**config.mk**
```make
export PLATFORM = sky130hd
export DESIGN_NAME = exe_mem_stage
export DESIGN_NICKNAME = d
export VERILOG_FILES = /design/src/rtl/exe_mem_stage.sv
export SDC_FILE = /design/constraint.sdc
export NUM_CORES = 1
export LEC_CHECK = 0
export ABC_AREA = 1
export BUFFER_PORTS_ARGS = -buffer_cell sky130_fd_sc_hd__buf_2
export CORE_ASPECT_RATIO = 1.75
export CORE_MARGIN = 1
export CORE_UTILIZATION = 60
export DETAILED_ROUTE_END_ITERATION = 12
export PLACE_DENSITY = 0.83
export SYNTH_ARGS = -nofsm -noshare
export SYNTH_HDL_FRONTEND = slang
export SYNTH_SLANG_ARGS = --single-unit
```
**constraint.sdc**
```tcl
create_clock -name clk -period 3.7 [get_ports clk]
set_clock_uncertainty 0.1 [all_clocks]
set_input_delay 0 -clock clk [delete_from_list [all_inputs] [get_ports clk]]
set_output_delay 0 -clock clk [all_outputs]
set_load 0.01 [all_outputs]
```
**src/rtl/exe_mem_stage.sv**
```systemverilog
// EXE stage (ALU, destination select, branch resolution) plus the EXE/MEM pipeline register.
// The EXE-side destination info is also exported combinationally for hazard detection and forwarding.
module exe_mem_stage #(
    parameter int         WIDTH       = 32,
    parameter logic [3:0] BUBBLE_TYPE = 4'd0
) (
    input  logic             clk,
    input  logic             rst,
    input  logic             stall,
    input  logic             flush,
    input  logic             ewreg,
    input  logic             em2reg,
    input  logic             ewmem,
    input  logic             eshift,
    input  logic             ealuimm,
    input  logic [3:0]       ealuc,
    input  logic [WIDTH-1:0] odata_a,
    input  logic [WIDTH-1:0] odata_b,
    input  logic [WIDTH-1:0] odata_imm,
    input  logic             e_branch,
    input  logic [WIDTH-1:0] e_pc4,
    input  logic             e_regrt,
    input  logic [4:0]       e_rt,
    input  logic [4:0]       e_rd,
    input  logic [3:0]       EXE_ins_type,
    input  logic [3:0]       EXE_ins_number,
    output logic             mwreg,
    output logic             mm2reg,
    output logic             mwmem,
    output logic [WIDTH-1:0] malu,
    output logic [WIDTH-1:0] mdata_b,
    output logic [4:0]       mrn,
    output logic             m_br_taken,
    output logic [WIDTH-1:0] m_br_target,
    output logic [3:0]       MEM_ins_type,
    output logic [3:0]       MEM_ins_number,
    output logic [4:0]       exe_rn,
    output logic             exe_wreg
);

    function automatic logic signed [WIDTH-1:0] alu_op(
        input logic [3:0]              op,
        input logic signed [WIDTH-1:0] a,
        input logic signed [WIDTH-1:0] b
    );
        logic [4:0] sa;
        sa = a[4:0];
        case (op)
            4'd0:    return a + b;
            4'd1:    return a - b;
            4'd2:    return a & b;
            4'd3:    return a | b;
            4'd4:    return a ^ b;
            4'd5:    return ~(a | b);
            4'd6:    return {{(WIDTH-1){1'b0}}, (a < b)};
            4'd7:    return {{(WIDTH-1){1'b0}}, ($unsigned(a) < $unsigned(b))};
            4'd8:    return b << sa;
            4'd9:    return $signed($unsigned(b) >> sa);
            4'd10:   return b >>> sa;
            4'd11:   return $signed(WIDTH'({b[15:0], 16'h0000}));
            default: return '0;
        endcase
    endfunction

    logic signed [WIDTH-1:0] opa_p0;
    logic signed [WIDTH-1:0] opb_p0;
    logic signed [WIDTH-1:0] alu_p0;
    logic        [WIDTH-1:0] diff_p0;
    logic                    br_taken_p0;
    logic        [WIDTH-1:0] br_target_p0;

    // EXE stage (p0): operand select, ALU, branch resolution, destination select
    always_comb begin
        opa_p0 = eshift  ? $signed({{(WIDTH-5){1'b0}}, odata_imm[10:6]}) : $signed(odata_a);
        opb_p0 = ealuimm ? $signed(odata_imm) : $signed(odata_b);
    end

    assign alu_p0 = alu_op(ealuc, opa_p0, opb_p0);

    // The branch compare always uses the raw register operands, never the muxed ALU inputs.
    assign diff_p0      = odata_a - odata_b;
    assign br_taken_p0  = e_branch & (diff_p0 == '0);
    assign br_target_p0 = e_pc4 + (odata_imm << 2);

    assign exe_rn   = e_regrt ? e_rt : e_rd;
    assign exe_wreg = ewreg & (exe_rn != 5'd0);

    // EXE/MEM register (p1): reset > flush > stall > load
    always_ff @(posedge clk or posedge rst) begin
        if (rst) begin
            mwreg          <= 1'b0;
            mm2reg         <= 1'b0;
            mwmem          <= 1'b0;
            malu           <= '0;
            mdata_b        <= '0;
            mrn            <= 5'd0;
            m_br_taken     <= 1'b0;
            m_br_target    <= '0;
            MEM_ins_type   <= BUBBLE_TYPE;
            MEM_ins_number <= 4'd0;
        end else if (flush) begin
            mwreg          <= 1'b0;
            mm2reg         <= 1'b0;
            mwmem          <= 1'b0;
            malu           <= '0;
            mdata_b        <= '0;
            mrn            <= 5'd0;
            m_br_taken     <= 1'b0;
            m_br_target    <= '0;
            MEM_ins_type   <= BUBBLE_TYPE;
            MEM_ins_number <= 4'd0;
        end else if (!stall) begin
            mwreg          <= exe_wreg;
            mm2reg         <= em2reg;
            mwmem          <= ewmem;
            malu           <= alu_p0;
            mdata_b        <= odata_b;
            mrn            <= exe_rn;
            m_br_taken     <= br_taken_p0;
            m_br_target    <= br_target_p0;
            MEM_ins_type   <= EXE_ins_type;
            MEM_ins_number <= EXE_ins_number;
        end
    end

endmodule

```
==> results of run 1 <==
[layer usage]
metal / track usage [%] / overflow
met4: 76.9 / 53
met5: 4.29 / 0
met3: 49.9 / 1
met1: 69.8 / 0
met2: 90.9 / 141
[metrics by stage]
step	instances	util [%]	area, µm²
CTS	4128	71.4	21900
detailed placement	3995	66.2	20400
global placement	3995	66.2	20400
floorplan	3400	-	18700
[kinds of logic after synthesis]
logic type,count (synthesis),share of synthesized area [%]
flip-flops,113,15.1
buffers and inverters,575,12.7
AO/OA/AOI/OAI,524,16.2
AND/OR/NAND/NOR,2003,43.9
XOR/XNOR,19,0.889
adder cells (fa/ha/maj),166,11.2
==> results.ini, run 1 <==
[synth]
ys_warn_count=0
synth.distinct_cells=50
ys_async_sr_fraction_pct=100
synthTopCellsByArea=nand2_1 (25%), dfrtp_1 (15%), ha_1 (11%)
syn_nets=3727
synth.cell_area_mm2=0.0187
yosysSeqAreaShare_pct=15.1
synth_edf_count=0
synth_area_per_cell_um2=5.51
syn_inst=3400
yosysMostFrequentCell=nand2_1
synthTopCellsByCount=nand2_1 (1269), inv_1 (441), nand3_1 (360), nor2_1 (266), o21ai_0 (180)
synth_ff_type=dfrtp_1
yosys.area.top_type=nand2_1
synth_top_area_share_pct=25.4
synth-seq-cells=113

[cts]
clock_path_buffers=2
post_cts_buffers=0
clock_sinks=113
cts-root-buf=clkbuf_16
numCtsBuffers=17
post_cts_resize_count=0
cts_hold_buf=101
h-tree-depth=4

[global_route]
grt_pass1_vias=28400
globalRouteTotalUtil_pct=70.9
gr-total-overflow=195
grt_max_degree=69
grt_pass1_wl_um=173000

[floorplanning]
num_rows=85
pin_count=280
start_util_pct=60.9
fp.dieH_um=236
die_x_um=136

[status]
failing_step=global routing
status=stopped before the end
error=[ERROR GRT-0116] Global routing finished with congestion. Check the congestion regions in the DRC Viewer.

[place]
dpl_worst_slack_ns=0.140
numPortBuffers=279
place.gp.congestion=1.43
place_hpwl_um=71700

==> run 2: changes to the inputs <==
Settings changed: CORE_ASPECT_RATIO 1.75 to not set, CORE_UTILIZATION 60 to 40, PLACE_DENSITY 0.83 to not set, PLACE_DENSITY_LB_ADDON set to 0.15.
==> run 2 against run 1 <==
  * The run now ends clean
  * Synthesized cell count is the same
  * Synthesized area is the same
==> results.ini, run 2 <==
[floorplanning]
fp.dieH_um=218  ; was 236 µm
dieArea_mm2=0.0477
start_util_pct=40.9  ; was 60.9%
coreArea_mm2=0.0458
die_x_um=218  ; was 136 µm
pin_count=280  ; unchanged
num_rows=78  ; was 85

[critical_path]
critPathLaunchType=primary input
crit_fanout=6
reg2reg_depth=2
endpoint=malu[30]
timing.rr.end=MEM_ins_number[3]
end_kind=flop
crit_type=in -> reg
cp_slowest_stage_delay_ns=0.59
rrSetupSlack_ns=2.22
cp.buffers_inverters=5
cp_common_cell=nand2_1
rr_startpoint=MEM_ins_number[3]
crit_start=odata_b[26]
crit_family=simple AND/OR/NAND/NOR gates
cp_data_arrival_time_ns=3.50
path_cells=dlygate4sd3_1 > buf_2 > inv_1 > o21ai_2 > inv_1 > ha_1 > inv_1 > nand2_1 > nor3_1 > nand2_1 > nor2_1 > nor2_1 > nand2_1 > nand2_1 > nand3_1 > nand4_1 > nand2_1 > nand2_1
path_depth=18
slowest_stage=o21ai_2
required_ns=3.98

[synth]
synthTopCellsByCount=nand2_1 (1269), inv_1 (441), nand3_1 (360), nor2_1 (266), o21ai_0 (180)  ; unchanged
ys_async_sr_fraction_pct=100  ; unchanged
yosysMostFrequentCell=nand2_1  ; unchanged
synth.distinct_cells=50  ; unchanged
synth.cell_area_mm2=0.0187  ; unchanged
syn_nets=3727  ; unchanged
ys_warn_count=0  ; unchanged
synthTopCellsByArea=nand2_1 (25%), dfrtp_1 (15%), ha_1 (11%)  ; unchanged
synth-seq-cells=113  ; unchanged
syn_inst=3400  ; unchanged
synth_edf_count=0  ; unchanged
yosysSeqAreaShare_pct=15.1  ; unchanged
synth_top_area_share_pct=25.4  ; unchanged
yosys.area.top_type=nand2_1  ; unchanged
synth_ff_type=dfrtp_1  ; unchanged
synth_area_per_cell_um2=5.51  ; unchanged

[cts]
h-tree-depth=4  ; unchanged
clkTransAtPathRegs_ns=0.06
post_cts_resize_count=0  ; unchanged
clk-insertion-delay-late_ns=0.49
cts-root-buf=clkbuf_16  ; unchanged
numCtsBuffers=17  ; unchanged
clock_sinks=113  ; unchanged
cts_hold_buf=115  ; was 101
cts_tree=yes
post_cts_buffers=0  ; unchanged
clock_path_buffers=2  ; unchanged

[timing]
rsz0062_at_grt=false
worst_slack_ns=0.475
period_share_pct=87.1
slew_viol_final=0
setup-tns-final_ns=0
slew_headroom_pct=45.2
worst_pin_slew_ns=0.822
fmax_ghz=0.310
period_minus_slack_ns=3.22
setup_viol_count_final=0
hold_viol=0

[pwr]
peakVddDrop_mv=0.281
power.leakage_nw=12.9
power_w=0.00658
cellPowerDensity_mw_per_mm2=291

[place]
dpl_worst_slack_ns=0.469  ; was 0.140 ns
place.gp.congestion=1.11  ; was 1.43
place_hpwl_um=79000  ; was 71700 µm
numPortBuffers=279  ; unchanged
place_inst=4236  ; was 3995

[hold_path]
min_path_type=in -> reg
holdPathStages=4

[route]
wirelength_um=98500
dr.first_iter.drc_count=2705
vias_per_cell=5.61
vias=24600
dr.pass1.iters=6
detail-route-antenna-nets=0
post_drt_wl_per_cell_um=22.5
drc=0

[global_route]
grt_pass1_vias=22700
globalRouteTotalUtil_pct=40.8
antenna_found_initial=11
gr-total-overflow=0
grt_pass1_wl_um=143000
grt_max_degree=81

[layout]
drive_gt1_share_pct=11.7
final_nets=4097
final_common_cell=nand2_1
reg_top3=m_br_target x32, malu x32, mdata_b x32
layout_common_cells=nand2_1 (1269), inv_1 (440), nand3_1 (360)
instances_no_fill=4386
syn_to_final_growth_pct=20.9

[job]
maxCapViolations=0

[status]
status=complete, no violations  ; was stopped before the end

## run 2: area by class of cell
class,count,area (µm²)
Fill cell,5115,23100
Tap cell,600,751
Sequential cell,113,2830
Clock inverter,14,194
Clock buffer,18,439
Timing Repair Buffer,475,3170
Inverter,451,1700
Antenna cell,3,7.51
Multi-Input combinational cell,2712,13600
## run 2: worst min-delay path by stage
stage                              from               to  slack (ns)
after floorplan                   stall  m_br_target[17]      -0.003
after global placement              rst   m_br_target[1]        0.11
after detailed placement            rst   m_br_target[2]        0.11
after CTS                 odata_imm[17]  m_br_target[19]      0.0007
after global routing          e_pc4[28]  m_br_target[28]        0.04
final                      odata_imm[1]   m_br_target[4]        0.01
## run 2: stage by stage
stage / instance area, µm² / util, % / hold slack, ns
finish: 22600 / 49.5 / 0.0132
floorplan: 18700 / - / -0.00321
global route: 22600 / 49.4 / 0.0365
global placement: 20800 / 45.5 / 0.109
CTS: 22600 / 49.4 / 0.000685
detailed placement: 20800 / 45.5 / 0.108
## run 2: tightest hold or removal path, delay by kind of cell
family | cells | cell delay [ns]
buffers and inverters | 1 | 0.13
AOI/OAI and AO/OA | 1 | 0.14
adders and majority gates | 1 | 0.19
and+or+nand+nor | 1 | 0.10
## run 2: cells by family (layout without fill, tap and decap cells)
family / Yosys count / count (layout) / share of synthesized area, %
DFF: 113 / 113 / 15.1
and+or+nand+nor: 2003 / 2003 / 43.9
buffers and inverters: 575 / 958 / 12.7
xor gates and xnor gates: 19 / 19 / 0.889
adders and majority gates: 166 / 166 / 11.2
AOI/OAI and AO/OA: 524 / 524 / 16.2
other: 0 / 3 / 0
## run 2: power breakdown
part           switching [W]  total, W  internal, W
logic                0.00225   0.00328      0.00102
clock network       0.000830   0.00193      0.00110
registers          0.0000550   0.00137      0.00132
total                0.00314   0.00658      0.00344
## run 2: per-layer routing
layer | track usage [%] | vias up | part of all wire, %
li1 | - | 11700 | -
met1 | 52.0 | 11200 | 40
met2 | 61.8 | 1456 | 43
met3 | 9.19 | 255 | 10
met4 | 25.7 | 16 | 6.9
met5 | 0 | - | 0.11
(Power assumes the default switching activity.)
==> run 3: changes to the inputs <==
Settings changed: CAP_MARGIN set to 30, RECOVER_POWER set to 100.
==> run 3 against run 2 <==
  * The run now ends with max-capacitance violations, max-slew violations left
  * Hold slack improved by 0.0015 ns
  * Non-clock buffer count unchanged
  * Routed wire length about the same
  * Design area decreased by 0.80%
  * Fmax decreased by 5.7%
  * Global-route usage unchanged
  * Clock-buffer cell count unchanged
  * Cell count unchanged
  * Combinational power decreased by 1%
  * Total power decreased by 0.34%
  * Sequential power about the same
  * Largest power group unchanged
==> results.ini, run 3 (synthesized netlist as in run 2, its figures left out) <==
[critical_path]
slowest_stage=o21ai_1  ; was o21ai_2
rrSetupSlack_ns=2.21  ; was 2.22 ns
crit_type=in -> reg  ; unchanged
rr_startpoint=MEM_ins_number[3]  ; unchanged
end_kind=flop  ; unchanged
cp_slowest_stage_delay_ns=0.63  ; was 0.59 ns
cp_data_arrival_time_ns=3.71  ; was 3.50 ns
crit_fanout=6  ; unchanged
cp_common_cell=nand2_1  ; unchanged
timing.rr.end=MEM_ins_number[3]  ; unchanged
critPathLaunchType=primary input  ; unchanged
required_ns=3.99  ; was 3.98 ns
path_cells=dlygate4sd3_1 > buf_2 > inv_1 > o21ai_1 > inv_1 > ha_1 > a21oi_1 > nand2_1 > nand3_1 > nand2_1 > nand2_1 > nand2_1 > a21oi_1 > nand2_1 > nand2_1 > nor2_1 > nor2_1 > nand2_1 > nand2_1 > nand2_1  ; was dlygate4sd3_1 > buf_2 > inv_1 > o21ai_2 > inv_1 > ha_1 > inv_1 > nand2_1 > nor3_1 > nand2_1 > nor2_1 > nor2_1 > nand2_1 > nand2_1 > nand3_1 > nand4_1 > nand2_1 > nand2_1
reg2reg_depth=2  ; unchanged

[timing]
worst_slack_ns=0.281  ; was 0.475 ns
setup-tns-final_ns=0  ; unchanged
slew_headroom_pct=-28.6  ; was 45.2%
worst_pin_slew_ns=1.93  ; was 0.822 ns
fmax_ghz=0.292  ; was 0.310 GHz
period_share_pct=92.4  ; was 87.1%
period_minus_slack_ns=3.42  ; was 3.22 ns
rsz0062_at_grt=false  ; unchanged
slew_viol_final=81  ; was 0
hold_viol=0  ; unchanged
setup_viol_count_final=0  ; unchanged

[hold_path]
holdPathEnd=m_br_target[4]  ; unchanged
min_from=odata_imm[1]  ; unchanged
holdPathStages=4  ; unchanged
min_path_type=in -> reg  ; unchanged

[route]
dr.first_iter.drc_count=2767  ; was 2705
dr.pass1.iters=6  ; unchanged
detail-route-antenna-nets=0  ; unchanged
vias=24500  ; was 24600
drc=0  ; unchanged
vias_per_cell=5.59  ; was 5.61
wirelength_um=98500  ; about the same
post_drt_wl_per_cell_um=22.5  ; about the same

[layout]
reg_top3=m_br_target x32, malu x32, mdata_b x32  ; unchanged
layout_common_cells=nand2_1 (1269), inv_1 (440), nand3_1 (360)  ; unchanged
final_nets=4097  ; unchanged
syn_to_final_growth_pct=19.9  ; was 20.9%
multi_input_area_mm2=0.0135  ; was 0.0136 mm²
drive_gt1_share_pct=8.25  ; was 11.7%
final_common_cell=nand2_1  ; unchanged
fillers=5206  ; was 5115
seq_area_mm2=0.00283  ; unchanged

[global_route]
gr-total-overflow=0  ; unchanged
grt_max_degree=81  ; unchanged
antenna_found_initial=10  ; was 11
grt_pass1_vias=22700  ; unchanged
grt_pass1_wl_um=143000  ; unchanged
globalRouteTotalUtil_pct=40.8  ; unchanged

[status]
status=finished with violations  ; was complete, no violations
failed_checks=max-capacitance violations, max-slew violations

[floorplanning]
pin_count=280  ; unchanged
num_rows=78  ; unchanged
die_x_um=218  ; unchanged
fp.dieH_um=218  ; unchanged
start_util_pct=40.9  ; unchanged
coreArea_mm2=0.0458  ; unchanged
dieArea_mm2=0.0477  ; unchanged

[pwr]
cellPowerDensity_mw_per_mm2=292  ; was 291 mW/mm²
power.leakage_nw=12.4  ; was 12.9 nW
peakVddDrop_mv=0.282  ; was 0.281 mV
power_w=0.00656  ; was 0.00658 W

[cts]
cts-root-buf=clkbuf_16  ; unchanged
clkTransAtPathRegs_ns=0.07  ; was 0.06 ns
h-tree-depth=4  ; unchanged
cts_tree=yes  ; unchanged
numCtsBuffers=17  ; unchanged
post_cts_buffers=0  ; unchanged
clock_path_buffers=2  ; unchanged
clock_sinks=113  ; unchanged
clk-insertion-delay-late_ns=0.49  ; about the same

[place]
numPortBuffers=279  ; unchanged
place_hpwl_um=79000  ; unchanged
place.gp.congestion=1.11  ; unchanged
dpl_worst_slack_ns=0.469  ; unchanged

[job]
maxCapViolations=1  ; was 0

-- run 3: changes by cell type in the layout (fill, tap and decap cells not counted), sizes merged --
cell / previous run / this run
inv: 458 / 457
clkbuf: 18 / 147
clkinvlp: 0 / 1
buf: 360 / 231
-- run 3: worst max-delay path by stage --
stage | from | to | slack [ns] | cells past startpoint
5_1_grt | odata_b[3] | malu[26] | 0.18 | 19
3_5_place_dp | ealuimm | malu[30] | 0.47 | 17
6_report | odata_b[3] | malu[20] | 0.28 | 20
4_1_cts | odata_b[1] | malu[13] | 0.65 | 18
3_3_place_gp | ealuimm | malu[30] | 0.43 | 18
2_1_floorplan | rst | MEM_ins_number[0] | 0.61 | 1
-- run 3: area by class of cell --
cell class	count	area share (%)
Antenna cell	3	0.0334
Clock buffer	18	1.96
Clock inverter	14	0.864
Inverter	451	7.55
Multi-Input combinational cell	2712	60.3
Sequential cell	113	12.6
Tap cell	600	3.34
Timing Repair Buffer	475	13.3
-- run 3: repair_timing --
action,in CTS,in global routing
hold endpoints to repair,155,0
resized for setup,0,0
hold buffers,115,0
-- run 3: routing by layer --
layer  track usage [%]  share of wire [%]  routed length (µm)
met1              52.0                 40               39800
met2              61.8                 43               41900
met3              9.19                 10                9960
met4              25.7                6.8                6700
met5                 0              0.084                  83
-- run 3: metrics by stage --
stage | area (µm²) | util (%) | std cells | hold slack [ns]
finish | 22500 | 49.1 | 4386 | 0.0147
global route | 22500 | 49.1 | 4384 | 0.0365
CTS | 22600 | 49.4 | 4383 | 0.000685
detailed placement | 20800 | 45.5 | 4236 | 0.108
global placement | 20800 | 45.5 | 4236 | 0.109
floorplan | 18700 | - | 3400 | -0.00321
-- run 3: report_power, final --
| part | internal (W) | total (W) | switching, W |
|---|---|---|---|
| combinational | 0.000994 | 0.00324 | 0.00225 |
| clock | 0.00110 | 0.00194 | 0.000836 |
| sequential | 0.00132 | 0.00137 | 0.0000567 |
| total | 0.00342 | 0.00656 | 0.00314 |
-- run 3: critical path, delay by kind of cell --
family / cells / cell delay, ns
compound gates: 3 / 1.08
fa+ha+maj: 1 / 0.43
buf+inv: 4 / 0.86
simple gates: 12 / 1.32
